File: config.mk
export PLATFORM = sky130hd
export DESIGN_NAME = alu_wide_sequencer_flat
export DESIGN_NICKNAME = d
export VERILOG_FILES = /design/src/rtl/alu_wide_sequencer_pkg.sv /design/src/rtl/alu_wide_sequencer_if.sv /design/src/rtl/alu_wide_sequencer_flag_merge.sv /design/src/rtl/alu_wide_sequencer.sv /design/src/flat_wrapper.sv
export SDC_FILE = /design/constraint.sdc
export NUM_CORES = 1
export LEC_CHECK = 0
export ABC_AREA = 1
export CAP_MARGIN = 20
export CELL_PAD_IN_SITES_DETAIL_PLACEMENT = 0
export CELL_PAD_IN_SITES_GLOBAL_PLACEMENT = 2
export CORE_ASPECT_RATIO = 2
export CORE_MARGIN = 2
export CORE_UTILIZATION = 25
export DETAILED_ROUTE_END_ITERATION = 16
export GPL_ROUTABILITY_DRIVEN = 0
export PLACE_DENSITY_LB_ADDON = 0.1
export SLEW_MARGIN = 30
export SYNTH_ARGS = -nofsm -noshare
export SYNTH_HDL_FRONTEND = slang
export SYNTH_SLANG_ARGS = --single-unit
File: constraint.sdc
create_clock -name clk -period 1.66 [get_ports clk]
set_input_delay 0.332 -clock clk [delete_from_list [all_inputs] [get_ports clk]]
set_output_delay 0.332 -clock clk [all_outputs]
set_load 0.05 [all_outputs]
File: src/rtl/alu_wide_sequencer_pkg.sv
// Shared types and constants for the wide ALU sequencer and its flag merger.
// Holds the 16-bit ALU word width, its select encoding and the sequencer FSM states.
package alu_wide_sequencer_pkg;

    localparam int ALU_WIDTH = 16;
    localparam int SEL_W     = 4;

    localparam logic [SEL_W-1:0] SEL_ADD = 4'd1;
    localparam logic [SEL_W-1:0] SEL_SUB = 4'd2;

    typedef enum logic [1:0] {
        IDLE,
        EXEC,
        DONE
    } state_t;

    typedef struct packed {
        logic carry;
        logic zero;
        logic neg;
        logic overflow;
        logic parity;
    } alu_flags_t;

    // A zero-length command still runs one word; oversized lengths stop at the operand width.
    function automatic int clamp_len(input int len, input int words);
        if (len < 1) begin
            return 1;
        end
        if (len > words) begin
            return words;
        end
        return len;
    endfunction

endpackage

File: src/rtl/alu_wide_sequencer_if.sv
// Command and result handshake bundle between a requester and the wide ALU sequencer.
// The master drives commands and accepts results; the slave is the sequencer.
interface alu_wide_sequencer_if #(
    parameter int WIDTH = alu_wide_sequencer_pkg::ALU_WIDTH,
    parameter int WORDS = 4,
    parameter int LENW  = 3
);

    logic                                        cmd_valid;
    logic                                        cmd_ready;
    logic [alu_wide_sequencer_pkg::SEL_W-1:0]    cmd_sel;
    logic [WIDTH*WORDS-1:0]                      cmd_op1;
    logic [WIDTH*WORDS-1:0]                      cmd_op2;
    logic                                        cmd_carry_in;
    logic                                        cmd_chain;
    logic [LENW-1:0]                             cmd_len;

    logic                                        res_valid;
    logic                                        res_ready;
    logic [WIDTH*WORDS-1:0]                      res_data;
    logic                                        res_carry;
    logic                                        res_zero;
    logic                                        res_neg;
    logic                                        res_overflow;
    logic                                        res_parity;

    modport master (
        output cmd_valid, cmd_sel, cmd_op1, cmd_op2, cmd_carry_in, cmd_chain, cmd_len, res_ready,
        input  cmd_ready, res_valid, res_data, res_carry, res_zero, res_neg, res_overflow, res_parity
    );

    modport slave (
        input  cmd_valid, cmd_sel, cmd_op1, cmd_op2, cmd_carry_in, cmd_chain, cmd_len, res_ready,
        output cmd_ready, res_valid, res_data, res_carry, res_zero, res_neg, res_overflow, res_parity
    );

endinterface

File: src/rtl/alu_wide_sequencer_flag_merge.sv
// Folds the per-word ALU flags of one wide command into a single set of result flags.
// Zero is ANDed and parity XORed across words; carry, neg and overflow follow the last word folded.
module alu_wide_sequencer_flag_merge
    import alu_wide_sequencer_pkg::*;
(
    input  logic       clk,
    input  logic       rst,
    input  logic       clear,
    input  logic       fold,
    input  alu_flags_t flags,
    output alu_flags_t merged
);

    // Clear seeds zero=1 so the first folded word decides it outright.
    always_ff @(posedge clk) begin
        if (rst) begin
            merged <= '0;
        end else if (clear) begin
            merged <= '{carry: 1'b0, zero: 1'b1, neg: 1'b0, overflow: 1'b0, parity: 1'b0};
        end else if (fold) begin
            merged.carry    <= flags.carry;
            merged.zero     <= merged.zero & flags.zero;
            merged.neg      <= flags.neg;
            merged.overflow <= flags.overflow;
            merged.parity   <= merged.parity ^ flags.parity;
        end
    end

endmodule

File: src/rtl/alu_wide_sequencer.sv
// Sequences a wide command through a 16-bit combinational ALU one word at a time, low word first,
// optionally chaining carries, and returns the assembled result with merged flags.
module alu_wide_sequencer
    import alu_wide_sequencer_pkg::*;
#(
    parameter int WIDTH = ALU_WIDTH,
    parameter int WORDS = 4,
    parameter int LENW  = 3
) (
    input  logic               clk,
    input  logic               rst,
    alu_wide_sequencer_if.slave bus,
    output logic [WIDTH-1:0]   alu_op1,
    output logic [WIDTH-1:0]   alu_op2,
    output logic [SEL_W-1:0]   alu_sel,
    output logic               alu_carry_in,
    input  logic [WIDTH-1:0]   alu_out,
    input  logic               alu_carry_out,
    input  logic               alu_zero,
    input  logic               alu_neg,
    input  logic               alu_overflow,
    input  logic               alu_parity
);

    localparam int OPW = WIDTH * WORDS;

    state_t           state;
    state_t           next_state;

    logic [OPW-1:0]   op1_q;
    logic [OPW-1:0]   op2_q;
    logic             cin_q;
    logic             chain_q;
    logic [LENW-1:0]  len_q;

    logic             issuing;
    logic [LENW-1:0]  issue_idx;
    logic [LENW-1:0]  next_idx;
    logic [WIDTH-1:0] next_op1;
    logic [WIDTH-1:0] next_op2;

    logic             resp_valid;
    logic [LENW-1:0]  resp_idx;
    logic [WIDTH-1:0] resp_data;
    alu_flags_t       resp_flags;

    logic [OPW-1:0]   res_data_q;
    alu_flags_t       merged;

    logic             accept;
    logic             last_issue;
    logic             last_resp;

    assign accept     = (state == IDLE) && bus.cmd_valid;
    assign last_issue = issuing && (issue_idx == len_q - LENW'(1));
    assign last_resp  = resp_valid && (resp_idx == len_q - LENW'(1));
    assign next_idx   = issue_idx + LENW'(1);

    always_ff @(posedge clk) begin
        if (rst) begin
            state <= IDLE;
        end else begin
            state <= next_state;
        end
    end

    // DONE is reached only once the last word's response has been folded in.
    always_comb begin
        next_state    = state;
        bus.cmd_ready = 1'b0;
        bus.res_valid = 1'b0;
        case (state)
            IDLE: begin
                bus.cmd_ready = 1'b1;
                if (bus.cmd_valid) begin
                    next_state = EXEC;
                end
            end
            EXEC: begin
                if (last_resp) begin
                    next_state = DONE;
                end
            end
            DONE: begin
                bus.res_valid = 1'b1;
                if (bus.res_ready) begin
                    next_state = IDLE;
                end
            end
            default: next_state = IDLE;
        endcase
    end

    always_comb begin
        next_op1 = '0;
        next_op2 = '0;
        for (int k = 0; k < WORDS; k++) begin
            if (next_idx == LENW'(k)) begin
                next_op1 = op1_q[k*WIDTH +: WIDTH];
                next_op2 = op2_q[k*WIDTH +: WIDTH];
            end
        end
    end

    // Issue side: word 0 goes out on accept, then one word per cycle; the ALU inputs drop to zero after the last.
    always_ff @(posedge clk) begin
        if (rst) begin
            op1_q        <= '0;
            op2_q        <= '0;
            cin_q        <= 1'b0;
            chain_q      <= 1'b0;
            len_q        <= '0;
            issuing      <= 1'b0;
            issue_idx    <= '0;
            alu_op1      <= '0;
            alu_op2      <= '0;
            alu_sel      <= '0;
            alu_carry_in <= 1'b0;
        end else if (accept) begin
            op1_q        <= bus.cmd_op1;
            op2_q        <= bus.cmd_op2;
            cin_q        <= bus.cmd_carry_in;
            chain_q      <= bus.cmd_chain;
            len_q        <= LENW'(clamp_len(int'(bus.cmd_len), WORDS));
            issuing      <= 1'b1;
            issue_idx    <= '0;
            alu_op1      <= bus.cmd_op1[WIDTH-1:0];
            alu_op2      <= bus.cmd_op2[WIDTH-1:0];
            alu_sel      <= bus.cmd_sel;
            alu_carry_in <= bus.cmd_carry_in;
        end else if (issuing) begin
            if (last_issue) begin
                issuing      <= 1'b0;
                alu_op1      <= '0;
                alu_op2      <= '0;
                alu_sel      <= '0;
                alu_carry_in <= 1'b0;
            end else begin
                issue_idx    <= next_idx;
                alu_op1      <= next_op1;
                alu_op2      <= next_op2;
                alu_carry_in <= chain_q ? alu_carry_out : cin_q;
            end
        end
    end

    always_ff @(posedge clk) begin
        if (rst) begin
            resp_valid <= 1'b0;
            resp_idx   <= '0;
            resp_data  <= '0;
            resp_flags <= '0;
        end else begin
            resp_valid <= issuing;
            if (issuing) begin
                resp_idx   <= issue_idx;
                resp_data  <= alu_out;
                resp_flags <= '{carry: alu_carry_out, zero: alu_zero, neg: alu_neg,
                                overflow: alu_overflow, parity: alu_parity};
            end
        end
    end

    // Clearing on accept guarantees that words beyond the command length read back as zero.
    always_ff @(posedge clk) begin
        if (rst) begin
            res_data_q <= '0;
        end else if (accept) begin
            res_data_q <= '0;
        end else if (resp_valid) begin
            for (int k = 0; k < WORDS; k++) begin
                if (resp_idx == LENW'(k)) begin
                    res_data_q[k*WIDTH +: WIDTH] <= resp_data;
                end
            end
        end
    end

    alu_wide_sequencer_flag_merge u_flag_merge (
        .clk    (clk),
        .rst    (rst),
        .clear  (accept),
        .fold   (resp_valid),
        .flags  (resp_flags),
        .merged (merged)
    );

    assign bus.res_data     = res_data_q;
    assign bus.res_carry    = merged.carry;
    assign bus.res_zero     = merged.zero;
    assign bus.res_neg      = merged.neg;
    assign bus.res_overflow = merged.overflow;
    assign bus.res_parity   = merged.parity;

endmodule
File: src/flat_wrapper.sv
// flat-port wrapper written by rule: the top's interface ports become plain ports
module alu_wide_sequencer_flat import alu_wide_sequencer_pkg::*;
#(
    parameter int WIDTH = ALU_WIDTH,
    parameter int WORDS = 4,
    parameter int LENW  = 3
)
  (clk, rst, alu_op1, alu_op2, alu_sel, alu_carry_in, alu_out, alu_carry_out, alu_zero, alu_neg, alu_overflow, alu_parity, bus_cmd_valid, bus_cmd_sel, bus_cmd_op1, bus_cmd_op2, bus_cmd_carry_in, bus_cmd_chain, bus_cmd_len, bus_res_ready, bus_cmd_ready, bus_res_valid, bus_res_data, bus_res_carry, bus_res_zero, bus_res_neg, bus_res_overflow, bus_res_parity);
  alu_wide_sequencer_if #(.WIDTH(WIDTH), .WORDS(WORDS), .LENW(LENW)) bus_i ();
  input  logic clk;
  input  logic rst;
  output logic [WIDTH-1:0] alu_op1;
  output logic [WIDTH-1:0] alu_op2;
  output logic [SEL_W-1:0] alu_sel;
  output logic alu_carry_in;
  input  logic [WIDTH-1:0] alu_out;
  input  logic alu_carry_out;
  input  logic alu_zero;
  input  logic alu_neg;
  input  logic alu_overflow;
  input  logic alu_parity;
  input wire logic [$bits(bus_i.cmd_valid)-1:0] bus_cmd_valid;
  input wire logic [$bits(bus_i.cmd_sel)-1:0] bus_cmd_sel;
  input wire logic [$bits(bus_i.cmd_op1)-1:0] bus_cmd_op1;
  input wire logic [$bits(bus_i.cmd_op2)-1:0] bus_cmd_op2;
  input wire logic [$bits(bus_i.cmd_carry_in)-1:0] bus_cmd_carry_in;
  input wire logic [$bits(bus_i.cmd_chain)-1:0] bus_cmd_chain;
  input wire logic [$bits(bus_i.cmd_len)-1:0] bus_cmd_len;
  input wire logic [$bits(bus_i.res_ready)-1:0] bus_res_ready;
  output wire logic [$bits(bus_i.cmd_ready)-1:0] bus_cmd_ready;
  output wire logic [$bits(bus_i.res_valid)-1:0] bus_res_valid;
  output wire logic [$bits(bus_i.res_data)-1:0] bus_res_data;
  output wire logic [$bits(bus_i.res_carry)-1:0] bus_res_carry;
  output wire logic [$bits(bus_i.res_zero)-1:0] bus_res_zero;
  output wire logic [$bits(bus_i.res_neg)-1:0] bus_res_neg;
  output wire logic [$bits(bus_i.res_overflow)-1:0] bus_res_overflow;
  output wire logic [$bits(bus_i.res_parity)-1:0] bus_res_parity;
  assign bus_i.cmd_valid = bus_cmd_valid;
  assign bus_i.cmd_sel = bus_cmd_sel;
  assign bus_i.cmd_op1 = bus_cmd_op1;
  assign bus_i.cmd_op2 = bus_cmd_op2;
  assign bus_i.cmd_carry_in = bus_cmd_carry_in;
  assign bus_i.cmd_chain = bus_cmd_chain;
  assign bus_i.cmd_len = bus_cmd_len;
  assign bus_i.res_ready = bus_res_ready;
  assign bus_cmd_ready = bus_i.cmd_ready;
  assign bus_res_valid = bus_i.res_valid;
  assign bus_res_data = bus_i.res_data;
  assign bus_res_carry = bus_i.res_carry;
  assign bus_res_zero = bus_i.res_zero;
  assign bus_res_neg = bus_i.res_neg;
  assign bus_res_overflow = bus_i.res_overflow;
  assign bus_res_parity = bus_i.res_parity;
  alu_wide_sequencer #(.WIDTH(WIDTH), .WORDS(WORDS), .LENW(LENW)) u_core (.clk(clk), .rst(rst), .bus(bus_i), .alu_op1(alu_op1), .alu_op2(alu_op2), .alu_sel(alu_sel), .alu_carry_in(alu_carry_in), .alu_out(alu_out), .alu_carry_out(alu_carry_out), .alu_zero(alu_zero), .alu_neg(alu_neg), .alu_overflow(alu_overflow), .alu_parity(alu_parity));
endmodule
==> impl_metrics.yaml, run 1 <==
logic_synthesis:
  avgSynthCellArea_um2: 7.04
  synth_compound_area_share_pct: 12.6
  synthAdderAreaFrac_pct: 0.648
  yosysSeqAreaShare_pct: 46.6
  synth_nets: 1815
  synth.area.mux_share_pct: 0
  synth_edf_count: 0
  yosys.area_share.simple_pct: 31.2
  synthFlopType: "dfxtp_1"
  synthArstFlopShare_pct: 0
  syn-cell-area_um2: 11600
  synth_top_family_by_area: "simple AND/OR/NAND/NOR gates"
  synthXorXnorAreaFrac_pct: 0.0756
  syn_inst: 1647
  synth.distinct_cells: 29
  yosysWarnings: 0
  synth_seq_cells: 270
floorplanning:
  pin_count: 270
  initial_core_util_pct: 25.3
  fp.dieH_um: 309
  die_area_um2: 48200
  core_um2: 45800
  fp.dieW_um: 156
  num_rows: 111
timing:
  worst_pin_slew_ns: 0.456
  fin_ws_ns: -0.0269
  setup_viol: 6
  hold_slack_ns: 0.189
  finalClockSkew_ns: 0.0113
  min_period_ns: 1.69
  hold_violations: 0
  clock.fmax_mhz: 593
  report.final.slew_viol_count: 0
  period_share_pct: 102
  rsz0062_at_grt: "yes"
  slew_headroom_pct: 69.6
setup_path:
  cp_data_required_time_ns: 2.09
  path_class: "reg -> reg"
  crit_top_cell: "nand2_8"
  arrival_ns: 2.12
  rr_worst_depth: 9
  r2r_start: "u_core.issue_idx[0]$_SDFFE_PP0P_"
  reg2reg_slack_ns: -0.03
  start_kind: "flip-flop"
  endpoint_kind: "flip-flop"
  timing.rr.end: "u_core.alu_op2[6]$_SDFFE_PP0P_"
  crit_buf_inv: 2
  cp_cell_sequence: "ha_4 > inv_2 > nand2_4 > nand2_8 > nand2_8 > buf_12 > or2_2 > nand3_4 > a21oi_2"
  worst-path-stages: 9
  cp_top_family: "simple AND/OR/NAND/NOR gates"
  cpPeakStageDelay_ns: 0.36
  crit_fanout: 7
  cp_slowest_cell: "dfxtp_4"
layout:
  final_common_cell: "nand2_1"
  antenna_cells: 0
  final_cell_mix: "nand2_1, nor2_1, dfxtp_1"
  drive_gt1_share_pct: 20.4
  syn2layout_area_growth_pct: 48.9
  nets: 2117
detailed_routing:
  drtIter0Drc: 472
  first_pass_iters: 5
  wl_met3_um: 2270
  vias_per_cell: 4.64
  highest_layer: "met5"
  route.met2.wl_um: 25700
  wl_met1_um: 18400
  wl_per_cell_um: 19.0
  antenna_left: 0
  wl_um: 48000
  drc_errors: 0
  dr_total_vias: 11800
worst_hold_path:
  min_from: "rst"
  hold_path_class: "in -> reg"
  min_path_cells: 4
  hold_end: "u_core.resp_data[5]$_SDFFE_PP0P_"
global_routing:
  antenna_found_initial: 1
  grt_pass1_vias: 11700
  grt_max_degree: 77
  grt-ovfl-total: 0
  grt_pass1_wl_um: 70600
  grt_util_all_layers_pct: 19.1
power:
  p_leak_uw: 0.00722
  ir_worst_vdd_v: 0.000671
  powerDensity_nw_per_um2: 998
  total_power_uw: 17200
clock_tree:
  cts.htree.levels: 1
  cts-root-buf: "clkbuf_16"
  cts_tree: "done"
  numCtsBuffers: 28
  clock_latency_ns: 0.56
  cts_buffer_depth: 3
  cts.clk_slew.worst_paths_ns: 0.06
  cts_sinks: 270
placed_design:
  pre_cts_ws_ns: -0.193
  dp_hpwl_um: 33300
  io_buffers: 269
job:
  maxCapViolCount: 0
status:
  violations: "setup timing"
  run_status: "finished with violations"
-- Yosys cell counts, types with 2 or more instances --
library cell	number	area (um^2)
buf_1	7	26.3
o21ai_0	126	631
inv_1	114	428
nand4_1	33	206
o22ai_1	34	213
or2_2	23	144
or2_1	7	43.8
ha_1	6	75.1
nand2_2	5	31.3
nand2_1	333	1250
buf_2	47	235
nor2_1	269	1010
inv_2	8	30.0
a21oi_1	117	586
nand3_4	2	35.0
buf_4	3	22.5
buf_6	6	67.6
clkbuf_1	59	221
a211oi_1	2	15.0
dfxtp_1	270	5410
nand3_1	168	841
-- metrics by stage --
stage               setup TNS (ns)  util [%]  instances  instance area [um^2]
global placement            -12.21      33.7       2464                 15500
floorplan                        0         -       1647                 11600
CTS                         -0.824      36.7       2527                 16800
global route                 -2.40      37.7       2534                 17300
detailed placement          -14.54      33.7       2464                 15500
finish                     -0.0735      37.7       2534                 17300
-- cell families (layout without fill, tap and decap cells) --
family,after synthesis,in the layout
and+or+nand+nor,844,844
DFF,270,270
buffers and inverters,245,567
adders and majority gates,6,6
xor gates and xnor gates,1,1
AOI/OAI and AO/OA,281,281
-- state kept, by name, summed over array words and instances (netlist names), 5 cells and up --
signal                      count
u_core.alu_op1                 16
u_core.alu_op2                 16
u_core.bus.res_data            64
u_core.op1_q                   64
u_core.op2_q                   64
u_core.resp_data               16
u_core.resp_flags               5
u_core.u_flag_merge.merged      5
-- layout make-up --
cell class | count | area, um^2
fill | 4865 | 28600
inverter | 123 | 467
tap | 565 | 707
clock buffer | 46 | 890
multi-input combinational | 1132 | 5560
clock inverter | 4 | 95.1
timing repair buffer | 394 | 4130
sequential | 270 | 5420
-- where the power goes --
group	switching [uW]	internal (uW)	leakage (uW)	total, uW
clock network	2760	4090	0.000484	6860
registers	306	6890	0.00222	7190
logic	1820	1360	0.00452	3180
-- routing by layer --
metal	vias up	global-route usage, %
li1	5944	-
met1	5424	21.3
met2	321	36.4
met3	63	2.75
met4	2	6.36
met5	-	0
-- worst register-to-register path, cell delays in order (launching register included) --
cell	delay [ns]
dfxtp_4	0.36
ha_4	0.17
inv_2	0.06
nand2_4	0.07
nand2_8	0.13
nand2_8	0.14
buf_12	0.18
or2_2	0.31
nand3_4	0.10
a21oi_2	0.05
-- how the worst max path moves through the flow --
stage                                                start                               to  slack [ns]
after global placement                       bus_cmd_valid    u_core.op1_q[32]$_SDFFE_PP0P_       -0.17
after floorplan               u_core.len_q[0]$_SDFFE_PP0P_  u_core.alu_op2[10]$_SDFFE_PP0P_        0.06
final                     u_core.issue_idx[0]$_SDFFE_PP0P_   u_core.alu_op2[6]$_SDFFE_PP0P_       -0.03
after detailed placement                     bus_cmd_valid    u_core.op2_q[28]$_SDFFE_PP0P_       -0.19
after CTS                     u_core.len_q[0]$_SDFFE_PP0P_   u_core.alu_op1[7]$_SDFFE_PP0P_       -0.05
after global routing          u_core.len_q[0]$_SDFFE_PP0P_   u_core.alu_op2[9]$_SDFFE_PP0P_       -0.11
-- timing repair --
action / 4_1_cts / 5_1_grt
gates resized for setup: 36 / 80
setup endpoints to repair: 41 / 39
buffers inserted: 8 / 1
pin swaps: 2 / 21
hold buffers: 0 / 0
cloned: 6 / 8
(Power assumes the default switching activity.)
==> inputs of run 2 (changes only) <==
CORE_ASPECT_RATIO = 0.5   (was 2)
==> impl_metrics.yaml, run 2 (synthesized netlist as in run 1, its figures left out) <==
status:
  run_status: "finished with violations"
  violations: "setup timing"
job:
  maxCapViolCount: 0
floorplanning:
  num_rows: 55
  fp.dieW_um: 309
  die_area_um2: 48200
  initial_core_util_pct: 25.5
  pin_count: 270
  fp.dieH_um: 156
  core_um2: 45500
clock_tree:
  cts.clk_slew.worst_paths_ns: 0.07
  numCtsBuffers: 28
  cts.htree.levels: 1
  cts_tree: "done"
  clock_latency_ns: 0.56
  cts_buffer_depth: 3
  cts_sinks: 270
  cts-root-buf: "clkbuf_16"
setup_path:
  cp_slowest_cell: "dfxtp_2"
  endpoint_kind: "flip-flop"
  r2r_start: "u_core.len_q[0]$_SDFFE_PP0P_"
  crit_fanout: 6
  worst-path-stages: 13
  crit_buf_inv: 4
  start_kind: "flip-flop"
  cpPeakStageDelay_ns: 0.33
  reg2reg_slack_ns: -0.02
  rr_worst_depth: 13
  path_class: "reg -> reg"
  arrival_ns: 2.10
  cp_top_family: "simple AND/OR/NAND/NOR gates"
  cp_data_required_time_ns: 2.08
  timing.rr.end: "u_core.alu_op1[12]$_SDFFE_PP0P_"
  cp_cell_sequence: "inv_2 > ha_4 > inv_2 > nand2_1 > nand2_1 > nor2_2 > nand2_2 > nand2_4 > nor2_4 > buf_12 > clkbuf_16 > nand3_2 > a21oi_1"
placed_design:
  io_buffers: 269
  place_inst: 2518
  dp_hpwl_um: 29900
layout:
  nets: 2102
  layout.cells.non_filler: 2583
  utilization_pct: 37.5
  final_cell_mix: "nand2_1, nor2_1, dfxtp_1"
  antenna_cells: 0
  drive_gt1_share_pct: 19.6
  fillers: 4789
  final_common_cell: "nand2_1"
  syn2layout_area_growth_pct: 47.2
global_routing:
  grt_util_all_layers_pct: 17.2
  grt_max_degree: 77
  grt_pass1_vias: 11300
  antenna_found_initial: 1
  grt-ovfl-total: 0
  grt_pass1_wl_um: 65200
power:
  ir_worst_vdd_v: 0.000641
  powerDensity_nw_per_um2: 1020
  p_leak_uw: 0.00707
detailed_routing:
  wl_per_cell_um: 16.7
  vias_per_cell: 4.47
  drc_errors: 0
  first_pass_iters: 5
  dr_total_vias: 11600
  antenna_left: 0
  wl_um: 43000
  drtIter0Drc: 690
timing:
  rsz0062_at_grt: "yes"
  hold_violations: 0
  finalClockSkew_ns: 0.0119
  fin_ws_ns: -0.0229
  worst_pin_slew_ns: 0.416
  report.final.slew_viol_count: 0
  slew_headroom_pct: 72.2
  min_period_ns: 1.68
  clock.fmax_mhz: 594
  fin_tns_setup_ns: -0.219
  period_share_pct: 101
  setup_viol: 19
  hold_slack_ns: 0.314
worst_hold_path:
  hold_end: "u_core.alu_op2[13]$_SDFFE_PP0P_"
  hold_path_class: "in -> reg"
  min_from: "rst"
  min_path_cells: 3
run 2: changes by cell type in the layout (fill, tap and decap cells not counted), moves of 4 or more:
cell / previous run / this run
nand2_2: 17 / 13
clkbuf_8: 10 / 5
or2_2: 17 / 23
or2_4: 6 / 0
buf_12: 42 / 36
nand2_1: 315 / 320
clkbuf_1: 7 / 2
clkinvlp_4: 0 / 7
run 2: what timing repair did:
action / CTS / global route
resized for setup: 40 / 55
setup buffers: 5 / 1
endpoints found under the setup margin: 39 / 43
cloned: 3 / 5
pin swaps: 4 / 12
hold buffers: 0 / 0
run 2: worst max path at each step:
stage,start,end
after floorplan,u_core.len_q[0]$_SDFFE_PP0P_,u_core.alu_op2[10]$_SDFFE_PP0P_
after global placement,bus_cmd_valid,u_core.op1_q[36]$_SDFFE_PP0P_
after detailed placement,bus_cmd_valid,u_core.op1_q[6]$_SDFFE_PP0P_
after CTS,u_core.issue_idx[1]$_SDFFE_PP0P_,u_core.alu_op2[0]$_SDFFE_PP0P_
after global routing,u_core.len_q[1]$_SDFFE_PP0P_,u_core.alu_op1[14]$_SDFFE_PP0P_
final,u_core.len_q[0]$_SDFFE_PP0P_,u_core.alu_op1[12]$_SDFFE_PP0P_
run 2: metrics by stage:
step / setup slack, ns / total power, uW / instance area, um^2
after global routing: -0.110 / 18300 / 17100
final: -0.0229 / 17500 / 17100
after detailed placement: -0.180 / 10200 / 15400
after global placement: -0.178 / 10200 / 15400
after CTS: -0.0373 / 17600 / 16700
after floorplan: 0.0564 / 8790 / 11600
run 2: layout make-up:
class | count | area [um^2] | area share, %
Sequential cell | 270 | 5420 | 31.8
Clock buffer | 36 | 802 | 4.70
Inverter | 123 | 470 | 2.76
Multi-Input combinational cell | 1132 | 5480 | 32.1
Timing Repair Buffer | 379 | 3850 | 22.6
Tap cell | 627 | 785 | 4.60
Clock inverter | 16 | 248 | 1.45
run 2: power breakdown:
part	total [uW]	internal (uW)	switching (uW)
clock network	7190	4350	2850
logic	3100	1330	1770
registers	7170	6880	287
run 2: metal layers:
| layer | vias up | part of all wire (%) | global-route usage [%] |
|---|---|---|---|
| li1 | 5905 | - | - |
| met1 | 5414 | 48 | 23.3 |
| met2 | 192 | 47 | 29.1 |
| met3 | 42 | 3.5 | 2.55 |
| met4 | 0 | 1.4 | 3.28 |
| met5 | - | 0 | 0 |
run 2: worst min-delay path: cells and delay by family:
kind,cells,cell delay (ns)
AOI/OAI and AO/OA,1,0.14
buffers and inverters,2,0.36
